### config.mk
export PLATFORM = sky130hd
export DESIGN_NAME = mac_operand_feeder
export DESIGN_NICKNAME = d
export VERILOG_FILES = /design/src/rtl/mac_operand_feeder.sv
export SDC_FILE = /design/constraint.sdc
export NUM_CORES = 1
export LEC_CHECK = 0
export CAP_MARGIN = 40
export CORE_MARGIN = 3
export CORE_UTILIZATION = 50
export DETAILED_ROUTE_END_ITERATION = 16
export HOLD_SLACK_MARGIN = 0.08
export PLACE_DENSITY_LB_ADDON = 0.12
export SLEW_MARGIN = 15
export SYNTH_ARGS = -nofsm -noshare
export SYNTH_HDL_FRONTEND = slang
export SYNTH_SLANG_ARGS = --single-unit
### constraint.sdc
create_clock -name clk -period 1.95 [get_ports clk]
set_input_delay 0.39 -clock clk [delete_from_list [all_inputs] [get_ports clk]]
set_output_delay 0.39 -clock clk [all_outputs]
set_load 0.1 [all_outputs]
### src/rtl/mac_operand_feeder.sv
// Operand feeder for the 4-bit MAC: buffers {i,j,last} pairs, clears/streams the MAC per vector
// and returns the captured 9-bit sum. Define MAC_FEEDER_OVF_EN to add the r_ovf shadow accumulator.
module mac_operand_feeder #(
    parameter int DEPTH = 8
) (
    input  logic       clk,
    input  logic       rst,
    input  logic       s_valid,
    output logic       s_ready,
    input  logic [3:0] s_i,
    input  logic [3:0] s_j,
    input  logic       s_last,
    output logic [3:0] mac_i,
    output logic [3:0] mac_j,
    output logic       mac_rst,
    input  logic [8:0] mac_f,
    output logic       r_valid,
    input  logic       r_ready,
    output logic [8:0] r_data,
    output logic       r_ovf
);
    localparam int AW = $clog2(DEPTH);

    typedef struct packed {
        logic [3:0] i;
        logic [3:0] j;
        logic       last;
    } pair_t;

    typedef enum logic [2:0] {IDLE, CLEAR, STREAM, CAPTURE, RESULT} state_t;

    pair_t        mem_q [DEPTH];
    pair_t        mem_d [DEPTH];
    logic [AW:0]  wr_q, wr_d, rd_q, rd_d;
    logic         full, empty, push, pop;
    pair_t        head;

    state_t       state_q, state_d;
    logic [3:0]   mac_i_q, mac_i_d, mac_j_q, mac_j_d;
    logic         mac_rst_q, mac_rst_d;
    logic         last_q, last_d;
    logic         r_valid_q, r_valid_d;
    logic [8:0]   r_data_q, r_data_d;

    // Extra pointer bit distinguishes full from empty.
    assign full    = (wr_q[AW] != rd_q[AW]) && (wr_q[AW-1:0] == rd_q[AW-1:0]);
    assign empty   = (wr_q == rd_q);
    assign s_ready = !full;
    assign push    = s_valid && s_ready;
    assign head    = mem_q[rd_q[AW-1:0]];

    always_comb begin
        mem_d = mem_q;
        if (push)
            mem_d[wr_q[AW-1:0]] = '{i: s_i, j: s_j, last: s_last};
        wr_d = wr_q + (AW+1)'(push);
        rd_d = rd_q + (AW+1)'(pop);
    end

    always_ff @(posedge clk) begin
        mem_q <= mem_d;
    end

    always_comb begin
        state_d  = state_q;
        r_data_d = r_data_q;
        unique case (state_q)
            IDLE:    if (!empty || push) state_d = CLEAR;
            CLEAR:   state_d = STREAM;
            STREAM:  if (last_q) state_d = CAPTURE;
            CAPTURE: begin
                state_d  = RESULT;
                r_data_d = mac_f;
            end
            RESULT:  if (r_ready) state_d = IDLE;
            default: state_d = IDLE;
        endcase

        // Outputs are registered: a pair popped now is on mac_i/mac_j next cycle.
        pop     = (state_d == STREAM) && !empty;
        mac_i_d = pop ? head.i : 4'd0;
        mac_j_d = pop ? head.j : 4'd0;
        last_d  = pop && head.last;

        mac_rst_d = (state_d == STREAM) || (state_d == CAPTURE) || (state_d == RESULT);
        r_valid_d = (state_d == RESULT);
    end

    always_ff @(posedge clk or posedge rst) begin
        if (rst) begin
            wr_q      <= '0;
            rd_q      <= '0;
            state_q   <= IDLE;
            mac_i_q   <= '0;
            mac_j_q   <= '0;
            mac_rst_q <= 1'b0;
            last_q    <= 1'b0;
            r_valid_q <= 1'b0;
            r_data_q  <= '0;
        end else begin
            wr_q      <= wr_d;
            rd_q      <= rd_d;
            state_q   <= state_d;
            mac_i_q   <= mac_i_d;
            mac_j_q   <= mac_j_d;
            mac_rst_q <= mac_rst_d;
            last_q    <= last_d;
            r_valid_q <= r_valid_d;
            r_data_q  <= r_data_d;
        end
    end

    assign mac_i   = mac_i_q;
    assign mac_j   = mac_j_q;
    assign mac_rst = mac_rst_q;
    assign r_valid = r_valid_q;
    assign r_data  = r_data_q;

`ifdef MAC_FEEDER_OVF_EN
    logic [11:0] shadow_q, shadow_d;
    logic        r_ovf_q, r_ovf_d;

    always_comb begin
        shadow_d = shadow_q;
        r_ovf_d  = r_ovf_q;
        if (state_q == CLEAR)
            shadow_d = '0;
        else if (state_q == STREAM)
            shadow_d = shadow_q + 12'(mac_i_q) * 12'(mac_j_q);
        if (state_q == CAPTURE)
            r_ovf_d = (shadow_q > 12'd511);
    end

    always_ff @(posedge clk or posedge rst) begin
        if (rst) begin
            shadow_q <= '0;
            r_ovf_q  <= 1'b0;
        end else begin
            shadow_q <= shadow_d;
            r_ovf_q  <= r_ovf_d;
        end
    end

    assign r_ovf = r_ovf_q;
`else
    assign r_ovf = 1'b0;
`endif

endmodule

# Yosys cells after proc, flatten, opt, wreduce, memory -nomap -nowiden
# Cells that the tools add are included.
dict set report totals {
  reg_bits 103
  inputBits 22
  word_cells 73
}
dict set report op_classes {
  addsub 2
  magnitude_cmp 3
  n_eq_ne 10
  n_mux 12
  bitwise 2
  reduce_logical 11
}
# operator n
set ops {}
lappend ops {{$bwmux 72} 1}
lappend ops {{$bmux 9 s3} 1}
lappend ops {{$demux 9 s3} 1}
lappend ops {{$mux 9} 3}
lappend ops {{$pmux 3 s5} 1}
lappend ops {{$eq 3x2->1 const B} 4}
lappend ops {{$mux 3} 3}
lappend ops {{$add 4x1->4} 2}
lappend ops {{$ge 4x4->1 const B} 2}
lappend ops {{$mux 4} 2}
lappend ops {{$not 3->4} 2}
lappend ops {{$eq 3x3->1 const B} 2}
lappend ops {{$logic_and 1x1->1} 5}
lappend ops {{$eq 4x4->1} 1}
lappend ops {{$lt 4x1->1 const B} 1}
lappend ops {{$eq 3x1->1 const B} 1}
lappend ops {{$eq 3x3->1} 1}
lappend ops {{$logic_not 3->1} 1}
lappend ops {{$logic_or 1x1->1} 3}
lappend ops {{$logic_not 1->1} 2}
lappend ops {{$ne 1x1->1} 1}

# Logic depth before layout (Yosys ltp)
# Gate-level depths: netlist of run 1.
dict set report logic_depth {
  ltp_word 10
  depth_mapped 8
}

# Worst setup path after synthesis of run 1
# OpenSTA, ideal clock, no wires.
dict set report synth_timing {
  path_type {reg-to-reg}
  start {register wr_q[0]}
  end {register mem_q[10] (netlist bit) (enable)}
  setup_time_ns 0.387
  arrival_ns 1.743
  required_ns 1.563
  path_slack_ns -0.179
  stages_incl_launch_ff 6
  n_path_buf 2
  cell_sequence {dfrtp_1 > buf_4 > xnor2_2 > a41o_1 > buf_6 > nor3_1}
}
dict set report synth_via {
  elab_chain_len 4
}
# element line_no
set synth_rtl {}
lappend synth_rtl {{start, declared} 34} ;# logic [AW:0] wr_q, wr_d, rd_q, rd_d;
lappend synth_rtl {{start signal, assigned} 101} ;# wr_q <= wr_d;
lappend synth_rtl {{$eq 3x3->1} 46} ;# assign full = (wr_q[AW] != rd_q[AW]) && (wr_q[AW-1:0] == rd_q[AW-1:0]);
lappend synth_rtl {{$logic_and 1x1->1} 46}
lappend synth_rtl {{$logic_not 1->1} 48} ;# assign s_ready = !full;
lappend synth_rtl {{$logic_and 1x1->1} 49} ;# assign push = s_valid && s_ready;
lappend synth_rtl {{end signal, assigned} 61} ;# mem_q <= mem_d;
lappend synth_rtl {{end, declared} 32} ;# pair_t mem_q [DEPTH];
# Every way passes these cells.
# A chain may end at the register's enable or synchronous reset.

# Final worst setup path of run 1
dict set report layout_timing {
  start {register wr_q[3]}
  end {output port s_ready}
}
dict set report layout_via {
  elab_chain_len 3
}
# element line_no
set layout_rtl {}
lappend layout_rtl {{$ne 1x1->1} 46}
lappend layout_rtl {{$logic_and 1x1->1} 46}
lappend layout_rtl {{$logic_not 1->1} 48}
lappend layout_rtl {{end, declared} 9} ;# output logic s_ready,
# Every way passes these cells.

==> results.toml, run 1 <==
[cells_and_area]
seq_area_um2 = 2940
diodes = 0
synthToLayoutAreaGrowth_pct = 18.4
fillers = 577
multi_input_area_um2 = 1030
drive_gt1_share_pct = 30.4
nNetsFinal = 292
final_area_um2 = 4820
final_cells = 372

[global_routing]
grt_pass1_vias = 1991
grt_max_degree = 32
grt_antenna_before_repair = 0
grt_overflow = 0
grtUsageTotal_pct = 18.0
grt_pass1_wl_um = 11600

[routing]
vias = 2025
wl_per_cell_um = 20.1
final_antenna_net_count = 0
vias_per_cell = 5.44
first_pass_iters = 4
drc = 0
wirelength_um = 7490
drt_iter0_drc = 153

[clock_network]
cts_tree = "yes"
ctsHtreeMaxLevel = 3
cts_buffers = 9
cts_root_buffer = "clkbuf_8"
clockBufferDepth = 2
cts_setup_buffers = 0
insertion_delay_ns = 0.35
clkSinkCount = 103
clkTransAtPathRegs_ns = 0.09

[worst_setup_path]
worst-endpoint-arrival_ns = 1.46
critPathLaunchType = "register"
cp_slowest_cell = "dfrtp_1"
cp.required_ns = 1.56
crit_path_end_kind = "primary output"
cp_cell_sequence = "xor2_1, buf_4, nand4_1, buf_12"
critPathMaxFanout = 2
path_class = "reg2out"
max_stage_delay_ns = 0.41

[synth]
synth.distinct_cells = 34
yosysWarningCount = 0
synth_ff_type = "edfxtp_1"
synth_area_leaders = "edfxtp_1, dfrtp_1, mux4_2"
syn_nets = 232
yosys.area.top_type_share_pct = 53.1
synth.yosys.seq_area_share_pct = 72.2
ys_ff_latch = 103
yosys.area.top_type = "edfxtp_1"
synth_cells = 206
netlist_area_um2 = 4070
synth_edf_count = 72
yosysMostFrequentCell = "edfxtp_1"
yosys-top-cells-count = "edfxtp_1, dfrtp_1, mux4_2, nor3_1"
avgSynthCellArea_um2 = 19.8
synth-async-reset-ratio_pct = 30.1

[timing]
rsz0062_at_grt = "false"
max-slew-margin-rel_pct = 65.6
hold_violations = 0
hold_slack_ns = 0.405
min_period_ns = 1.85
worstMarginPinSlew_ns = 0.515
drv_slew = 0
max_freq_mhz = 542
final.period_utilization_pct = 94.6
setup_viol = 0
fin_worst_skew_ns = 0.00775

[power]
power_mw = 8.11
powerDensity_nw_per_um2 = 1680
leakage_nw = 1.83
ir_drop_uv = 524

[place]
gp_congestion = 0.751
io_buffer_count = 41
dp_cells = 357
dpl.hpwl_um = 5290
dpl_cell_area_um2 = 4630

[floorplanning]
die_area_um2 = 9260
core_um2 = 7810
placementRows = 32
die_h_um = 96.2
num_io_pins = 43
die_w_um = 96.2
start_util_pct = 52.1

[min_path]
holdCritPathClass = "in2async"

[flow_run]
maxCapViolCount = 0

[outcome]
status = "finished, final reports clean"
cells by family after synthesis:
logic type                 Yosys count  share of synthesized area (%)
AOI/OAI and AO/OA                    3                          0.799
buffers and inverters               16                           2.73
DFF                                103                           72.2
and+or+nand+nor                     34                           5.56
adders and majority gates            4                           1.23
muxes                               36                           15.3
other                                1                         0.0921
xor gates and xnor gates             9                           2.12
what timing repair did:
action / CTS / global route
gates resized for setup: 0 / 1
setup endpoints to repair: 0 / 3
hold buffers: 0 / 0
final timing paths:
path | depth (start not counted) | slack [ns] | to | startpoint
setup / recovery | 4 | 0.10 | s_ready | wr_q[3]$_DFF_PP0_
hold / removal | 3 | 0.40 | rd_q[3]$_DFF_PP0_ | rst
setup reg to reg | 6 | 0.19 | wr_q[2]$_DFF_PP0_ | rd_q[0]$_DFF_PP0_
hold reg to reg | 1 | 0.50 | wr_q[3]$_DFF_PP0_ | wr_q[3]$_DFF_PP0_
max in group asynchronous | 3 | 1.26 | state_q[0]$_DFF_PP0_ | rst
min in group clk | 1 | 0.50 | wr_q[3]$_DFF_PP0_ | wr_q[3]$_DFF_PP0_
per-stage QoR:
stage | utilization (%) | setup WS (ns) | setup TNS (ns)
final | 61.8 | 0.104 | 0
after global routing | 61.8 | 0.0118 | 0
after CTS | 61.7 | 0.0304 | 0
after detailed placement | 59.3 | -0.163 | -6.55
after global placement | 59.3 | -0.144 | -5.52
after floorplan | - | -0.176 | -5.06
where the power goes:
part	leakage (nW)	switching, mW	total, mW	internal (mW)
clock	0.0923	0.672	1.26	0.589
combinational	0.698	2.39	3.73	1.34
sequential	1.04	0.236	3.11	2.88
total	1.83	3.30	8.11	4.81
sequential cells by signal, summed over array words and instances (netlist names):
name and flops:
last_q 1, mac_i 4, mac_j 4, mac_rst 1, mem_q 72, r_data 9
r_valid 1, rd_q 4, state_q 3, wr_q 4
area by class of cell:
class	count	area share, %
timing repair buffer	61	10.8
inverter	4	0.311
clock inverter	5	1.25
sequential	103	60.9
multi-input combinational	87	21.4
clock buffer	10	2.65
tap	102	2.65
placed cells by master, fill, tap and decap left out, types with 2 or more instances in the layout:
master and count:
buf_4 39, clkbuf_8 9, clkdlybuf4s50_1 21, clkinv_4 2, dfrtp_1 31, edfxtp_1 72, ha_1 4, inv_1 4
mux2_2 9, mux2i_1 9, mux4_1 7, mux4_2 11, nand2_1 4, nand3_1 3, nand3b_1 2, nor2_1 4
nor3_1 11, nor4b_2 2, xnor2_1 3, xnor2_2 2, xor2_1 4
per-layer routing:
metal	routed length (µm)	track usage, %
met5	0	0
met4	69	6.40
met3	552	3.52
met2	3510	26.4
met1	3360	27.0
critical path, delay by kind of cell (launching register included):
family        cells  cell delay (ns)
xor+xnor          1             0.20
buf+inv           2             0.36
flops             1             0.41
simple gates      1             0.14
(Power assumes the default switching activity.)
==> inputs of run 2 (changes only) <==
- CORE_UTILIZATION: 50 -> 53
- CTS_BUF_LIST: default -> sky130_fd_sc_hd__clkbuf_2 sky130_fd_sc_hd__clkbuf_4 sky130_fd_sc_hd__clkbuf_8
- PLACE_DENSITY: default -> 0.77
- PLACE_DENSITY_LB_ADDON: 0.12 -> default
==> results.toml, run 2 (same netlist as run 1, synthesis figures left out) <==
[routing]
vias = 2044
wl_per_cell_um = 21.0
drt_iter0_drc = 136
vias_per_cell = 5.55
wirelength_um = 7720
first_pass_iters = 5
final_antenna_net_count = 0
drc = 0

[timing]
drv_slew = 0
setup_viol = 0
worstMarginPinSlew_ns = 0.508
fin_worst_skew_ns = 0.00878
final.period_utilization_pct = 95.7
max_freq_mhz = 536
min_period_ns = 1.87
rsz0062_at_grt = "false"
hold_violations = 0
max-slew-margin-rel_pct = 66.0

[cells_and_area]
synthToLayoutAreaGrowth_pct = 17.7
seq_area_um2 = 2940
drive_gt1_share_pct = 30.1
fillers = 507
largest_reg_flops = 72
layout_commonest_cell = "edfxtp_1"
diodes = 0
largest_register = "mem_q"
final_cells = 368
nNetsFinal = 291
multi_input_area_um2 = 1030
final_cell_mix = "edfxtp_1, buf_4, dfrtp_1"

[floorplanning]
die_w_um = 93.6
die_h_um = 93.6
start_util_pct = 55.2
die_area_um2 = 8770
core_um2 = 7370
num_io_pins = 43
placementRows = 31

[clock_network]
clockBufferDepth = 2
clkSinkCount = 103
cts_root_buffer = "clkbuf_8"
cts_buffers = 9
cts_tree = "yes"
insertion_delay_ns = 0.36
ctsHtreeMaxLevel = 3
clkTransAtPathRegs_ns = 0.09

[min_path]
holdCritPathClass = "in2async"

[global_routing]
grt_pass1_wl_um = 11700
grt_overflow = 0
grt_pass1_vias = 2049
grt_max_degree = 32
grt_antenna_before_repair = 0
grtUsageTotal_pct = 19.0

[power]
switching_power_mw = 3.32
powerDensity_nw_per_um2 = 1670
power_mw = 8.00
p_int_mw = 4.69
p_clk_share_pct = 14.3
combPwrFrac_pct = 46.7
power_switching_share_pct = 41.4
ir_drop_uv = 622
leakage_nw = 1.81
power_frac_seq_pct = 39.0

[place]
io_buffer_count = 41
gp_congestion = 0.819
dpl.hpwl_um = 5500
dp_cells = 353

[worst_setup_path]
r2r_cells = 4
r2r_start = "rd_q[0]$_DFF_PP0_"
critPathLaunch = "rd_q[3]$_DFF_PP0_"
cp_top_family = "flip-flops"
cp_num_buf_inv = 2
cp_cell_sequence = "xor2_1, buf_4, nand4_1, buf_12"
cp_slowest_cell = "dfrtp_1"
critPathLaunchType = "register"
cp.required_ns = 1.56
cp_num_cells = 4
worst-endpoint-arrival_ns = 1.48
crit_path_end_kind = "primary output"
max_stage_delay_ns = 0.42
path_class = "reg2out"
critPathMaxFanout = 2

[outcome]
status = "finished, final reports clean"

[flow_run]
maxCapViolCount = 0
[run 2: cell count changes in the layout (fill, tap and decap cells not counted)]
cell / previous run / this run
buf_4: 39 / 38
clkbuf_1: 1 / 0
clkbuf_4: 0 / 1
clkinv_2: 1 / 0
clkinv_1: 0 / 1
clkinvlp_4: 1 / 2
bufinv_16: 1 / 0
[run 2: per-stage QoR]
stage                     cell area (µm²)  hold slack [ns]  TNS, ns  setup WS [ns]  util (%)
final                                4790            0.429        0         0.0833      65.0
after global routing                 4790            0.452        0        0.00761      65.0
after CTS                            4790            0.436        0         0.0131      65.0
after detailed placement             4620            0.487    -9.44         -0.221      62.7
after global placement               4620            0.488    -5.54         -0.142      62.7
after floorplan                      4080            0.457    -5.06         -0.176         -
[run 2: worst reg2reg max path: stages (launching register included)]
cell,delay [ns]
dfrtp_1,0.42
xnor2_2,0.17
a41o_2,0.39
nor4b_4,0.29
buf_4,0.22
[run 2: power groups by stage]
| stage | combinational [mW] | clock (mW) | sequential (mW) |
|---|---|---|---|
| final | 3.74 | 1.14 | 3.12 |
| after global routing | 3.94 | 1.26 | 3.17 |
| after CTS | 3.77 | 1.16 | 3.12 |
| after detailed placement | 3.77 | 0 | 3.17 |
| after global placement | 3.68 | 0 | 3.15 |
| after floorplan | 1.80 | 0 | 4.19 |
[run 2: routing by layer]
| metal | vias up | GRT usage, % | wire [µm] |
|---|---|---|---|
| met5 | - | 0 | 0 |
| met4 | 0 | 6.14 | 114 |
| met3 | 10 | 5.87 | 635 |
| met2 | 100 | 30.2 | 3780 |
| met1 | 1011 | 25.3 | 3190 |
| li1 | 923 | - | - |
[run 2: timing repair]
item	CTS	global route
hold endpoints to repair	0	0
setup endpoints to repair	0	2
buffers inserted	0	0
hold buffers	0	0
gates resized for setup	0	1
[run 2: cell type report]
cell class | instances | area share [%]
timing repair buffer | 60 | 10.8
tap | 99 | 2.59
sequential | 103 | 61.3
inverter | 4 | 0.313
clock inverter | 5 | 0.757
multi-input combinational | 87 | 21.5
clock buffer | 10 | 2.74
[run 2: path summary, 6_finish.rpt]
path | endpoint | slack [ns]
max | s_ready | 0.08
min | r_data[5]$_DFFE_PP0N_ | 0.43
max reg2reg | mem_q[58]$_DFFE_PP_ | 0.17
min reg2reg | state_q[0]$_DFF_PP0_ | 0.51
max in group asynchronous | wr_q[2]$_DFF_PP0_ | 1.23
min in group clk | state_q[0]$_DFF_PP0_ | 0.51
==> inputs of run 3 (changes only) <==
- GPL_TIMING_DRIVEN: default -> 0
- HOLD_SLACK_MARGIN: 0.08 -> default
==> results.toml, run 3 (same netlist as run 1, synthesis figures left out) <==
[timing]
setup_viol = 0
hold_violations = 0
min_period_ns = 1.92
drv_slew = 0
hold_slack_ns = 0.394
rsz0062_at_grt = "true"
fin_worst_skew_ns = 0.00512
max-slew-margin-rel_pct = 60.0
finalWorstSetupSlack_ns = 0.0269
max_freq_mhz = 520
worstMarginPinSlew_ns = 0.600
final.period_utilization_pct = 98.6

[power]
ir_drop_uv = 753
powerDensity_nw_per_um2 = 1720
leakage_nw = 2.08

[routing]
drt_iter0_drc = 118
met2_wirelength_um = 4400
routed.top_layer = "met4"
first_pass_iters = 4
vias = 2187
vias_per_cell = 5.43
wirelength_um = 8070
wl_met3_um = 465
drc = 0
wl_per_cell_um = 20.0
wl_met1_um = 3110
final_antenna_net_count = 0

[cells_and_area]
final_cell_mix = "edfxtp_1, clkdlybuf4s50_1, dfrtp_1"
synthToLayoutAreaGrowth_pct = 33.9
largest_register = "mem_q"
diodes = 0
utilization_pct = 74.0
layout_commonest_cell = "edfxtp_1"
nNetsFinal = 325
drive_gt1_share_pct = 33.6
largest_reg_flops = 72

[clock_network]
cts_tree = "yes"
insertion_delay_ns = 0.36
clockBufferDepth = 2
cts_root_buffer = "clkbuf_8"
clkTransAtPathRegs_ns = 0.09
ctsHtreeMaxLevel = 3
cts_buffers = 9
clkSinkCount = 103

[worst_setup_path]
path_class = "reg2reg"
critPathMaxFanout = 10
crit_path_end_kind = "register"
worst-endpoint-arrival_ns = 2.15
critPathLaunchType = "register"
cp.required_ns = 2.18
rrSetupSlack_ns = 0.03

[global_routing]
grtUsageTotal_pct = 19.6
grt_antenna_before_repair = 0
grt_overflow = 0
grt_pass1_vias = 2269
grt_pass1_wl_um = 12300
grt_max_degree = 19

[place]
gp_congestion = 0.676
place_ws_ns = -0.508
io_buffer_count = 41
dpl.hpwl_um = 5370

[floorplanning]
num_io_pins = 43
die_h_um = 93.6
core_um2 = 7370
placementRows = 31
die_w_um = 93.6
start_util_pct = 55.2
die_area_um2 = 8770

[min_path]
holdCritPathClass = "in2async"

[outcome]
status = "finished, final reports clean"

[flow_run]
maxCapViolCount = 0
-- run 3: cell types whose count changed in the layout (fill, tap and decap cells not counted), moves of 2 or more --
| cell | change |
|---|---|
| buf_8 | +21 |
| clkdlybuf4s50_1 | +19 |
| buf_4 | -16 |
| buf_12 | +3 |
| buf_2 | +3 |
| buf_6 | +2 |
| bufinv_16 | +2 |
| nor2_1 | -2 |
| nor2_4 | +2 |
| nor3_1 | -2 |
| nor3_4 | +2 |
| nor4b_2 | -2 |
| nor4b_4 | +2 |
| xnor2_4 | +2 |
-- run 3: worst paths after layout --
kind | from | to | cells after the start
hold reg to reg | rd_q[3]$_DFF_PP0_ | rd_q[3]$_DFF_PP0_ | 1
setup reg to reg | wr_q[1]$_DFF_PP0_ | rd_q[2]$_DFF_PP0_ | 8
max in group asynchronous | rst | wr_q[1]$_DFF_PP0_ | 3
min in group clk | rd_q[3]$_DFF_PP0_ | rd_q[3]$_DFF_PP0_ | 1
setup / recovery | wr_q[1]$_DFF_PP0_ | rd_q[2]$_DFF_PP0_ | 8
hold / removal | rst | r_data[8]$_DFFE_PP0N_ | 2
-- run 3: per-stage QoR --
step / cell area [µm²] / std cells / setup TNS [ns] / power [mW]
final: 5450 / 403 / 0 / 9.38
after floorplan: 4080 / 206 / -5.06 / 5.99
after CTS: 5370 / 396 / 0 / 9.22
after detailed placement: 5010 / 371 / -26.50 / 7.55
after global routing: 5450 / 403 / -0.0377 / 9.77
after global placement: 4610 / 346 / -53.07 / 6.78
-- run 3: metal layers --
metal / up-vias / track usage [%]
met2: 78 / 34.8
li1: 996 / -
met4: 0 / 5.05
met3: 9 / 5.95
met1: 1104 / 23.2
met5: - / 0
-- run 3: area by class of cell --
class / instances / area [µm²]
flip-flops and latches: 103 / 2940
fillers: 422 / 1920
multi-input cells: 87 / 1120
repair buffers: 82 / 903
plain buffers: 12 / 128
clock buffers: 9 / 124
well taps: 99 / 124
clock inverters: 7 / 96.3
inverters: 4 / 15.0
-- run 3: power by group --
group | leakage [nW] | switching (mW) | internal [mW]
Sequential | 1.04 | 0.261 | 2.88
Combinational | 0.936 | 2.73 | 2.08
Clock | 0.105 | 0.706 | 0.726
-- run 3: critical path, cell delays in order, from the launching register on --
cell and delay, ns:
dfrtp_1 0.41, buf_8 0.16, xnor2_4 0.17, and4b_2 0.27, buf_6 0.15, nor2_1 0.06
ha_1 0.21, ha_1 0.21, xor2_1 0.16
-- run 3: what timing repair did --
item | in CTS | in global routing
hold buffers | 0 | 0
setup buffers | 10 | 7
resized for setup | 12 | 9
endpoints found under the setup margin | 70 | 30
pin swaps | 9 | 5
